File: src/rtl/registerset_pkg.sv
// Shared defaults and the legal-target rule for the multi-port register set.
// Pure declarations: no logic, no latency, no flow control.
package registerset_pkg;

    localparam int DEF_DATA_WIDTH    = 8;
    localparam int DEF_SEL_WIDTH     = 3;
    localparam int DEF_NUM_REGISTERS = 8;
    localparam int DEF_NUM_RD_PORTS  = 2;
    localparam int DEF_BYPASS        = 1;
    localparam int DEF_ZERO_REG      = 0;

    // A select addresses real storage if it is in range and is not the hard-wired zero register.
    function automatic logic sel_legal(input int unsigned sel,
                                       input int unsigned num_regs,
                                       input logic        zero_reg);
        return (sel < num_regs) && !(zero_reg && (sel == 0));
    endfunction

endpackage

File: src/rtl/registerset_rdport.sv
// One read port: register mux, same-cycle write forwarding and pending-load busy flag.
// Purely combinational (0 cycles); no backpressure, busy is advisory to the consumer.
module registerset_rdport
    import registerset_pkg::*;
#(
    parameter int DataWidth     = DEF_DATA_WIDTH,
    parameter int SEL_WIDTH     = DEF_SEL_WIDTH,
    parameter int NUM_REGISTERS = DEF_NUM_REGISTERS,
    parameter int BYPASS        = DEF_BYPASS,
    parameter int ZERO_REG      = DEF_ZERO_REG
) (
    input  logic                               rd_en,
    input  logic [SEL_WIDTH-1:0]               rd_sel,
    input  logic [NUM_REGISTERS*DataWidth-1:0] regs,
    input  logic [NUM_REGISTERS-1:0]           locks,
    input  logic                               wr_fwd,
    input  logic [SEL_WIDTH-1:0]               wr_sel,
    input  logic [DataWidth-1:0]               reg_in,
    output logic [DataWidth-1:0]               rd_dat,
    output logic                               busy
);

    logic                 bypass_hit;
    logic                 rd_legal;
    logic                 locked;
    logic [DataWidth-1:0] stored;

    always_comb begin
        bypass_hit = (BYPASS != 0) && wr_fwd && (wr_sel == rd_sel);
        rd_legal   = sel_legal(32'(rd_sel), NUM_REGISTERS, ZERO_REG != 0);
        stored     = '0;
        locked     = 1'b0;
        for (int i = 0; i < NUM_REGISTERS; i++) begin
            if (rd_sel == SEL_WIDTH'(i)) begin
                stored = regs[i*DataWidth +: DataWidth];
                locked = locks[i];
            end
        end
        rd_dat = '0;
        busy   = 1'b0;
        if (rd_en && rd_legal) begin
            rd_dat = bypass_hit ? reg_in : stored;
            busy   = locked && !bypass_hit;
        end
    end

endmodule

File: src/rtl/registerset_mp.sv
// Multi-port register file with write bypass, pending-load locks and a shadow bank for context save/restore/swap.
// Reads 0 cycles, writes/context ops 1 cycle; never stalls, busy flags a locked operand.
module registerset_mp
    import registerset_pkg::*;
#(
    parameter int DataWidth     = DEF_DATA_WIDTH,
    parameter int SEL_WIDTH     = DEF_SEL_WIDTH,
    parameter int NUM_REGISTERS = DEF_NUM_REGISTERS,
    parameter int NUM_RD_PORTS  = DEF_NUM_RD_PORTS,
    parameter int BYPASS        = DEF_BYPASS,
    parameter int ZERO_REG      = DEF_ZERO_REG
) (
    input  logic                              clk,
    input  logic                              res_n,
    input  logic                              wr_en,
    input  logic [SEL_WIDTH-1:0]              wr_sel,
    input  logic [DataWidth-1:0]              reg_in,
    input  logic [NUM_RD_PORTS-1:0]           rd_en,
    input  logic [NUM_RD_PORTS*SEL_WIDTH-1:0] rd_sel,
    output logic [NUM_RD_PORTS*DataWidth-1:0] reg_out,
    output logic [NUM_RD_PORTS-1:0]           busy,
    input  logic                              lock_en,
    input  logic [SEL_WIDTH-1:0]              lock_sel,
    input  logic                              ctx_save,
    input  logic                              ctx_restore
);

    logic [NUM_REGISTERS*DataWidth-1:0] regs_q;
    logic [NUM_REGISTERS*DataWidth-1:0] shadow_q;
    logic [NUM_REGISTERS-1:0]           lock_q;
    logic [NUM_REGISTERS-1:0]           lock_nxt;
    logic                               wr_ok;
    logic                               lock_ok;
    logic [NUM_RD_PORTS-1:0]            rd_en_gated;

    // A restore owns the working bank for the cycle, so it suppresses writes and new locks.
    assign wr_ok   = wr_en && !ctx_restore && sel_legal(32'(wr_sel), NUM_REGISTERS, ZERO_REG != 0);
    assign lock_ok = lock_en && !ctx_restore && sel_legal(32'(lock_sel), NUM_REGISTERS, ZERO_REG != 0);

    // Held reset forces every port quiet, including forwarded write data.
    assign rd_en_gated = rd_en & {NUM_RD_PORTS{res_n}};

    always_comb begin
        lock_nxt = lock_q;
        for (int i = 0; i < NUM_REGISTERS; i++) begin
            if (wr_ok && (wr_sel == SEL_WIDTH'(i)))
                lock_nxt[i] = 1'b0;
            if (lock_ok && (lock_sel == SEL_WIDTH'(i)))
                lock_nxt[i] = 1'b1;
        end
    end

    always_ff @(posedge clk or negedge res_n) begin
        if (!res_n) begin
            regs_q   <= '0;
            shadow_q <= '0;
            lock_q   <= '0;
        end else if (ctx_restore) begin
            regs_q <= shadow_q;
            lock_q <= '0;
            if (ctx_save)
                shadow_q <= regs_q;
        end else begin
            if (ctx_save)
                shadow_q <= regs_q;
            for (int i = 0; i < NUM_REGISTERS; i++) begin
                if (wr_ok && (wr_sel == SEL_WIDTH'(i)))
                    regs_q[i*DataWidth +: DataWidth] <= reg_in;
            end
            lock_q <= lock_nxt;
        end
    end

    for (genvar p = 0; p < NUM_RD_PORTS; p++) begin : g_rdport
        registerset_rdport #(
            .DataWidth    (DataWidth),
            .SEL_WIDTH    (SEL_WIDTH),
            .NUM_REGISTERS(NUM_REGISTERS),
            .BYPASS       (BYPASS),
            .ZERO_REG     (ZERO_REG)
        ) u_rdport (
            .rd_en (rd_en_gated[p]),
            .rd_sel(rd_sel[p*SEL_WIDTH +: SEL_WIDTH]),
            .regs  (regs_q),
            .locks (lock_q),
            .wr_fwd(wr_ok),
            .wr_sel(wr_sel),
            .reg_in(reg_in),
            .rd_dat(reg_out[p*DataWidth +: DataWidth]),
            .busy  (busy[p])
        );
    end

endmodule

File: config.mk
export PLATFORM = sky130hd
export DESIGN_NAME = registerset_mp
export DESIGN_NICKNAME = d
export VERILOG_FILES = /design/src/rtl/registerset_pkg.sv /design/src/rtl/registerset_rdport.sv /design/src/rtl/registerset_mp.sv
export SDC_FILE = /design/constraint.sdc
export NUM_CORES = 1
export LEC_CHECK = 0
export BUFFER_PORTS_ARGS = -buffer_cell sky130_fd_sc_hd__buf_2
export CORE_AREA = 2 2 113 115
export CTS_BUF_LIST = sky130_fd_sc_hd__clkbuf_4 sky130_fd_sc_hd__clkbuf_8 sky130_fd_sc_hd__clkbuf_16
export CTS_CLUSTER_DIAMETER = 200
export CTS_CLUSTER_SIZE = 20
export DETAILED_ROUTE_END_ITERATION = 6
export DIE_AREA = 0 0 115 117
export GPL_TIMING_DRIVEN = 1
export PLACE_DENSITY_LB_ADDON = 0.12
export SLEW_MARGIN = 30
export SYNTH_ARGS = -nofsm -noshare
export SYNTH_HDL_FRONTEND = slang
export SYNTH_SLANG_ARGS = --single-unit
File: constraint.sdc
create_clock -name clk -period 1.9 [get_ports clk]
set_input_delay 0.285 -clock clk [delete_from_list [all_inputs] [get_ports clk]]
set_output_delay 0.285 -clock clk [all_outputs]
set_load 0.005 [all_outputs]
---- Word-level counts from Yosys, hierarchy flattened ----
Index checks and enable logic that the tools add are counted.
word-level totals
  bits in registers ....................... 136
  bits in latches ......................... 0
  RAM bits ................................ 0
  memory bits (read-only) ................. 0
  word-level logic and storage cells ...... 157
  memories kept ........................... 0
cells by class
  $add $sub $neg .......................... 0
  $mul .................................... 0
  div/mod/pow operators ................... 0
  order comparisons ....................... 0
  equal/unequal tests ..................... 30
  shifts and indexed selects .............. 0
  muxes and demuxes ....................... 64
  bitwise gates (word level) .............. 1
  reduce and logical (&&, ||, !) cells .... 45
operators with widths
  cell                number
  $mux 8              29
  $mux 64             1
  $eq 3x3->1 const B  16
  $mux 1              34
  $eq 3x2->1 const B  8
  $reduce_bool 3->1   8
  $logic_and 1x1->1   22
  $reduce_bool 2->1   8
  $eq 3x1->1 const B  4
  $logic_not 3->1     4
  $eq 3x3->1          2
  $logic_not 1->1     3
  $and 2x2->2         1

---- Logic depth before layout (Yosys ltp) ----
Gate-level depths: netlist (run 1).
  depth in word-level cells ............... 11
  depth in mapped cells ................... 7
  gate-level depth less buffers ........... 5

---- Cells and area by module ----
Synthesis (run 1) repeated with hierarchy kept, for this count alone.
unflattened totals
  cell total of the unflattened synthesis .. 668
  area total of the unflattened synthesis .. 7465.9 um^2
modules (own cells, without submodules)
  module              instances  cells an instance  area each (um^2)
  registerset_mp      1          456                5821.8
  registerset_rdport  2          106                822.0

---- Worst setup path after synthesis (run 1) ----
OpenSTA, ideal clock, no wires.
  path kind ............................... input-to-output
  from .................................... in rd_sel[3]
  to ...................................... out busy[1]
  data arrival time ....................... 1.471 ns
  slack ................................... 0.144 ns
  cell stages on the path ................. 6
  buffers on the path ..................... 3
  cell sequence ........................... buf_4 > buf_6 > mux4_2 > o2111ai_1 > nor3_1 > buf_4
between the ends
  cells in the longest elaborated chain, start to end .. 11
  elaborated cells between the ends (all ways) .. 21
  those cells by class .................... eq/ne (8); mux (9); reduce/logical (4)
RTL lines
  element              RTL line                  text
  from (decl)          registerset_mp.sv:19      input logic [NUM_RD_PORTS*SEL_WIDTH-1:0] rd_sel,
  $logic_not 3->1      --
  $mux 1 (8 in a row)  registerset_rdport.sv:34  if (rd_sel == SEL_WIDTH'(i)) begin
  $logic_and 1x1->1 *  registerset_rdport.sv:43  busy = locked && !bypass_hit;
  $mux 1 *             registerset_rdport.sv:41  if (rd_en && rd_legal) begin
  to (decl)            registerset_mp.sv:21      output logic [NUM_RD_PORTS-1:0] busy,
Every way passes the cells marked *; elsewhere a longest branch is shown, timed or not.

---- Worst setup path in the final report (run 1) ----
  from .................................... reg regs_q[45]
  to ...................................... out reg_out[5]
between the ends
  cells in the longest elaborated chain, start to end .. 5
RTL lines
  element                            RTL line                  text
  from (decl)                        registerset_mp.sv:28      logic [NUM_REGISTERS*DataWidth-1:0] regs_q;
  from (signal assigned)             registerset_mp.sv:59      regs_q <= shadow_q;
  from (signal, indexed assignment)  registerset_mp.sv:68      regs_q[i*DataWidth +: DataWidth] <= reg_in;
  $mux 8 (3 in a row)                registerset_rdport.sv:34
  $mux 8                             registerset_rdport.sv:42  rd_dat = bypass_hit ? reg_in : stored;
  $mux 8                             registerset_rdport.sv:41
  to (decl)                          registerset_mp.sv:20      output logic [NUM_RD_PORTS*DataWidth-1:0] reg_out,
No other way between the ends.

==> flow_summary_export.csv, run 1 <==
group,metric,value,unit
outcome,status,"finished, violations left",
outcome,violations,"setup timing",
setup_path,arrival,1840,ps
setup_path,critPathMaxStageDelay,480,ps
timing,fin_ws,-221,ps
setup_path,endpoint_kind,"primary output",
setup_path,setup.worst_path.class,"flip-flop to primary output",
floorplanning,core,12300,µm²
floorplanning,die_h,117,µm
synth,yosysWarnings,0,
min_path,hp-class,"input pin to flip-flop",
synth,yosysTopAreaCell,"dfrtp_1",
setup_path,worstPathMaxFanout,5,
setup_path,slowest_stage,"mux4_2",
floorplanning,die_area,13500,µm²
floorplanning,pin_count,46,
synth,synth_commonest_cells,"dfrtp_1, nand2_1, mux2i_1, mux2_2, o21ai_0",
synth,syn_avg_cell_area,11.2,µm²
power_and_ir_drop,pwr-share-comb,23.9,%
power_and_ir_drop,power.total,9510,µW
synth,ys_ff_latch,136,
synth,yosys-top-cells-area,"dfrtp_1, mux2i_1, mux2_2",
route,routed_via_density,6.29,
floorplanning,initial_utilization,59.4,%
timing,report.final.slew_viol_count,0,
global_route,overflow,0,
global_route,grt_pass1_vias,5833,
timing,hold_viol,0,
clock_tree,cts_tree,"done",
power_and_ir_drop,seq_power_share,44.0,%
synth,synth_cells,652,
global_route,grt_usage,31.4,%
power_and_ir_drop,power.density,1060,nW/µm²
setup_path,cp_top_family,"multiplexers",
clock_tree,clk_pin_slew,60,ps
power_and_ir_drop,p_leak,0.00424,µW
setup_path,crit_required,1620,ps
route,drt_iter0_markers,516,
cells_and_area,drive_above_1_share,40.0,%
global_route,grt_max_degree,71,
route,drc,0,
route,vias,5806,
power_and_ir_drop,internal_power,6760,µW
setup_path,cp_cell_sequence,"mux4_2 -> mux2i_1 -> a211oi_1 -> buf_2",
clock_tree,clock_latency,430,ps
setup_path,cp.depth,4,
timing,finClkSkew,4.34,ps
setup_path,start_kind,"flip-flop",
timing,tightest_slew,661,ps
min_path,hold_depth,2,
clock_tree,cts_max_level,4,
cells_and_area,syn2layout_area_growth,23.0,%
place,hpwlAfterDp,12800,µm
clock_tree,clockRootBuffer,"clkbuf_16",
route,routedWlPerCell,21.8,µm
synth,synth_top_flop_cell,"dfrtp_1",
synth,synth.cell_area,7310,µm²
synth,synth_edf_count,0,
place,io_buffers,45,
timing,rsz0062_at_grt,"true",
setup_path,r2r_cells,4,
cells_and_area,nets,788,
power_and_ir_drop,switchingPower,2750,µW
power_and_ir_drop,ir_drop,0.000826,V
timing,whs,94.7,ps
synth,synth_nets,680,
route,drtPass1Iterations,5,
synth,synth_top_area_share,46.5,%
floorplanning,row_count,41,
place,gp_congestion,0.899,
global_route,grt_antenna_before_repair,1,
synth,synth.most_common_cell,"dfrtp_1",
route,routed_wl,20100,µm
timing,slew_headroom,55.8,%
power_and_ir_drop,swShare,28.9,%
route,ant_nets,0,
synth,async_flop_share,100,%
timing,period_share,112,%
clock_tree,cts_num_sinks,136,
timing,fin_crit,2120,ps
setup_path,worst-path-buf-inv,1,
floorplanning,fp.dieW,115,µm
global_route,grt_pass1_wl,31300,µm
run,cap_viol_max_count,0,
power_and_ir_drop,clockPowerShare,32.0,%
timing,setup_violations,18,
clock_tree,cts_buffers,17,
synth,ys_types,48,
timing,clock.fmax,471,MHz
clock_tree,cts_buffer_depth,2,
synth,yosysSeqAreaShare,46.5,%
timing repair:
item	4_1_cts	5_1_grt
buffers inserted	41	10
hold endpoints to repair	9	0
endpoints found under the setup margin	18	18
pin swaps	22	7
resized for setup	23	16
hold buffers	3	0
gates cloned	0	0
cells in the final DEF, fill, tap and decap left out, types with 6 or more instances in the layout:
master	synthesis	final
a311oi_2	0	7
mux2i_1	80	80
xnor2_1	6	6
dfrtp_1	136	135
buf_4	9	88
o21ai_0	63	62
mux4_2	20	22
o21ai_1	8	6
buf_2	22	43
nand2_1	94	89
inv_1	11	11
nor2_1	17	17
nand2_2	2	7
clkbuf_16	0	17
buf_12	1	8
mux2_2	65	65
nand3b_1	7	7
a21oi_1	15	10
power groups by stage:
stage	Sequential, µW	Combinational [µW]	Clock [µW]
6_report	4190	2280	3050
5_1_grt	4270	2480	3210
4_1_cts	4170	2140	3100
3_5_place_dp	4270	1730	0
3_3_place_gp	4200	1640	0
2_1_floorplan	4040	1320	0
metal layers:
layer / wire, µm / up-vias / GRT usage, %
li1: - / 2567 / -
met1: 8220 / 2926 / 40.0
met2: 9630 / 254 / 50.0
met3: 1490 / 59 / 8.08
met4: 813 / 0 / 16.5
met5: 0 / - / 0
area by class of cell:
cell class / instances / area, µm²
multi-input combinational: 447 / 3700
inverter: 12 / 45.0
antenna: 1 / 2.50
fill: 865 / 3320
clock inverter: 9 / 78.8
timing repair buffer: 146 / 1110
sequential: 136 / 3400
tap: 150 / 188
clock buffer: 22 / 463
cells by family after synthesis:
kind of cell	Yosys count	share of synthesized area, %
flip-flops	136	46.5
multiplexers	167	27.8
AO/OA/AOI/OAI	125	10.6
buffers and inverters	69	4.91
AND/OR/NAND/NOR	149	9.43
XOR/XNOR	6	0.719
worst register-to-register path: cells and delay by family, from the launching register on:
family	cells	cell delay, ps
AOI/OAI and AO/OA	1	90
buffers and inverters	2	280
muxes	1	150
DFF	1	410
final timing paths:
kind / startpoint / end / slack [ps]
min in group asynchronous: res_n / shadow_q[61] / 350
worst min register to register: shadow_q[32] / regs_q[32] / 470
max in group asynchronous: res_n / regs_q[26] / 850
worst max-delay path: regs_q[45] / reg_out[5] / -220
worst max register to register: regs_q[14] / regs_q[14] / 830
worst min-delay path: lock_sel[1] / lock_q[0] / 90
stage by stage:
step	setup slack (ps)	util, %	TNS (ps)	instance area, µm²	cells
floorplan	144	-	0	7310	652
global placement	-83.9	64.2	-269	7900	839
detailed placement	-130	64.2	-489	7900	839
CTS	-182	71.8	-1890	8840	912
global route	-241	73.0	-2840	8990	922
finish	-221	73.0	-1920	8990	923
flip-flops by register name, summed over array words and instances (netlist names):
name	count
lock_q	8
regs_q	64
shadow_q	64
(Power assumes the default switching activity.)
==> run 2, diff against run 1 <==
clock period = 2.39 ns   (was 1.9 ns; I/O delays follow)
==> run 2 against run 1 <==
The run now ends clean; cell count fell by 7.5%; clock power fell by 13%; first-iteration DRC count fell by 18%; wire length fell by 7.5%; largest power group unchanged.
==> flow_summary_export.csv, run 2 (synthesized netlist as in run 1, its figures left out) <==
group,metric,value,unit
outcome,status,"completed",
global_route,grt_pass1_wl,29500,µm
setup_path,arrival,1930,ps
setup_path,worstPathMaxFanout,13,
setup_path,start_kind,"input pin",
route,routed_wl,18600,µm
setup_path,crit_required,2030,ps
timing,hold_viol,0,
setup_path,cp_cell_sequence,"buf_2 -> buf_4 -> mux2i_1 -> a2bb2oi_1 -> a21oi_1 -> a211oi_1 -> a211oi_1 -> buf_2",
power_and_ir_drop,p_leak,0.00387,µW
cells_and_area,final_cell_mix,"dfrtp_1, nand2_1, mux2i_1",
route,drtPass1Iterations,5,
clock_tree,cts_num_sinks,136,
power_and_ir_drop,pwr-share-comb,18.1,%
setup_path,critPathMaxStageDelay,400,ps
power_and_ir_drop,swShare,27.5,%
route,routedWlPerCell,21.8,µm
floorplanning,initial_utilization,59.4,%
place,gp_congestion,0.905,
clock_tree,cts_max_level,4,
global_route,grt_pass1_vias,5361,
setup_path,slowest_stage,"a211oi_1",
timing,fin_crit,2290,ps
clock_tree,cts_hold_buffers,0,
run,cap_viol_max_count,0,
global_route,grt_antenna_before_repair,1,
global_route,busiest_layer,"met2",
cells_and_area,syn2layout_area_growth,13.5,%
timing,report.final.slew_viol_count,0,
clock_tree,cts_buffer_depth,2,
floorplanning,die_h,117,µm
global_route,grt_max_degree,99,
global_route,grt_use_met3,7.47,%
setup_path,worst-path-buf-inv,3,
route,vias,5388,
route,drt_iter0_markers,423,
timing,tightest_slew,857,ps
floorplanning,row_count,41,
power_and_ir_drop,ir_drop,0.000686,V
power_and_ir_drop,power.density,888,nW/µm²
cells_and_area,drive_above_1_share,29.6,%
clock_tree,cts_resized,0,
global_route,grtUsageMet1,38.0,%
floorplanning,fp.dieW,115,µm
route,routed_via_density,6.31,
setup_path,setup.worst_path.class,"input pin to primary output",
floorplanning,pin_count,46,
cells_and_area,nFillCells,937,
power_and_ir_drop,switchingPower,2030,µW
min_path,hp-class,"input pin to asynchronous set/reset pin",
setup_path,cp_top_family,"buffers and inverters",
place,io_buffers,45,
clock_tree,post-cts-setup-buffer-count,0,
timing,finClkSkew,5.59,ps
floorplanning,die_area,13500,µm²
timing,clock.fmax,437,MHz
place,hpwlAfterDp,12500,µm
power_and_ir_drop,clockPowerShare,36.1,%
cells_and_area,final_common_cell,"dfrtp_1",
clock_tree,cts_tree,"done",
global_route,overflow,0,
cells_and_area,ff_latch_area,3400,µm²
timing,slew_headroom,42.9,%
clock_tree,cts_buffers,17,
cells_and_area,nets,719,
cells_and_area,largest_registers,"regs_q (64), shadow_q (64), lock_q (8)",
power_and_ir_drop,seq_power_share,45.8,%
cells_and_area,multi_input_area,3560,µm²
timing,period_share,95.8,%
clock_tree,clockRootBuffer,"clkbuf_16",
power_and_ir_drop,internal_power,5350,µW
cells_and_area,final_util,67.4,%
route,drc,0,
clock_tree,clock_latency,420,ps
setup_path,endpoint_kind,"primary output",
clock_tree,clk_pin_slew,60,ps
floorplanning,core,12300,µm²
global_route,grt_usage,29.4,%
timing,rsz0062_at_grt,"false",
global_route,gr-usage-met2,46.6,%
timing,setup_violations,0,
timing,finalSetupTns,0,ps
route,ant_nets,0,
==> run 2: cell count changes in the layout (fill, tap and decap cells not counted), moves of 5 or more <==
cell	previous run	this run
a21oi_2	5	0
a311oi_2	7	0
buf_12	8	2
nand2_2	7	2
buf_4	88	31
nand2_1	89	94
a21oi_1	10	15
a311oi_1	2	9
==> run 2: power groups by stage <==
stage	Combinational, µW	Clock (µW)	Sequential [µW]
after global routing	1480	2800	3440
after floorplan	1050	0	3210
final	1330	2660	3370
after CTS	1340	2710	3360
after detailed placement	1340	0	3390
after global placement	1270	0	3340
==> run 2: path summary, 6_finish.rpt <==
check / startpoint / to / slack, ps / depth (start not counted)
min reg2reg: shadow_q[4] / regs_q[4] / 480 / 2
min in group clk: lock_sel[0] / lock_q[0] / 170 / 2
max in group asynchronous: res_n / shadow_q[33] / 1720 / 2
max: rd_sel[0] / reg_out[3] / 100 / 8
max reg2reg: lock_q[7] / lock_q[7] / 1520 / 2
min: res_n / shadow_q[30] / 1 / 2
==> run 2: worst reg2reg max path: cells and delay by family, from the launching register on <==
kind                   cells  cell delay (ps)
flip-flops                 1              360
AO/OA/AOI/OAI              1              320
buffers and inverters      1               80
==> run 2: final cells by class <==
cell class	instances	area share [%]
Multi-Input combinational cell	447	42.9
Clock buffer	22	5.80
Antenna cell	1	0.0301
Inverter	12	0.542
Tap cell	150	2.26
Clock inverter	9	1.48
Timing Repair Buffer	77	6.01
Sequential cell	136	41.0
==> run 2: per-stage QoR <==
stage               cells  instance area (µm²)  setup slack [ps]  hold WS (ps)  total power (µW)
global placement      822                 7700               177           438              4610
floorplan             652                 7310               487          62.9              4260
finish                854                 8300              99.6          1.08              7370
CTS                   853                 8300               136          1.09              7410
global route          853                 8300              33.7          29.1              7730
detailed placement    822                 7700               143           457              4730
==> run 2: metal layers <==
metal  vias to the layer above  wire length [µm]
met3                        57              1380
met2                       197              8720
met1                      2689              7770
li1                       2445                 -
met5                         -                 0
met4                         0               769
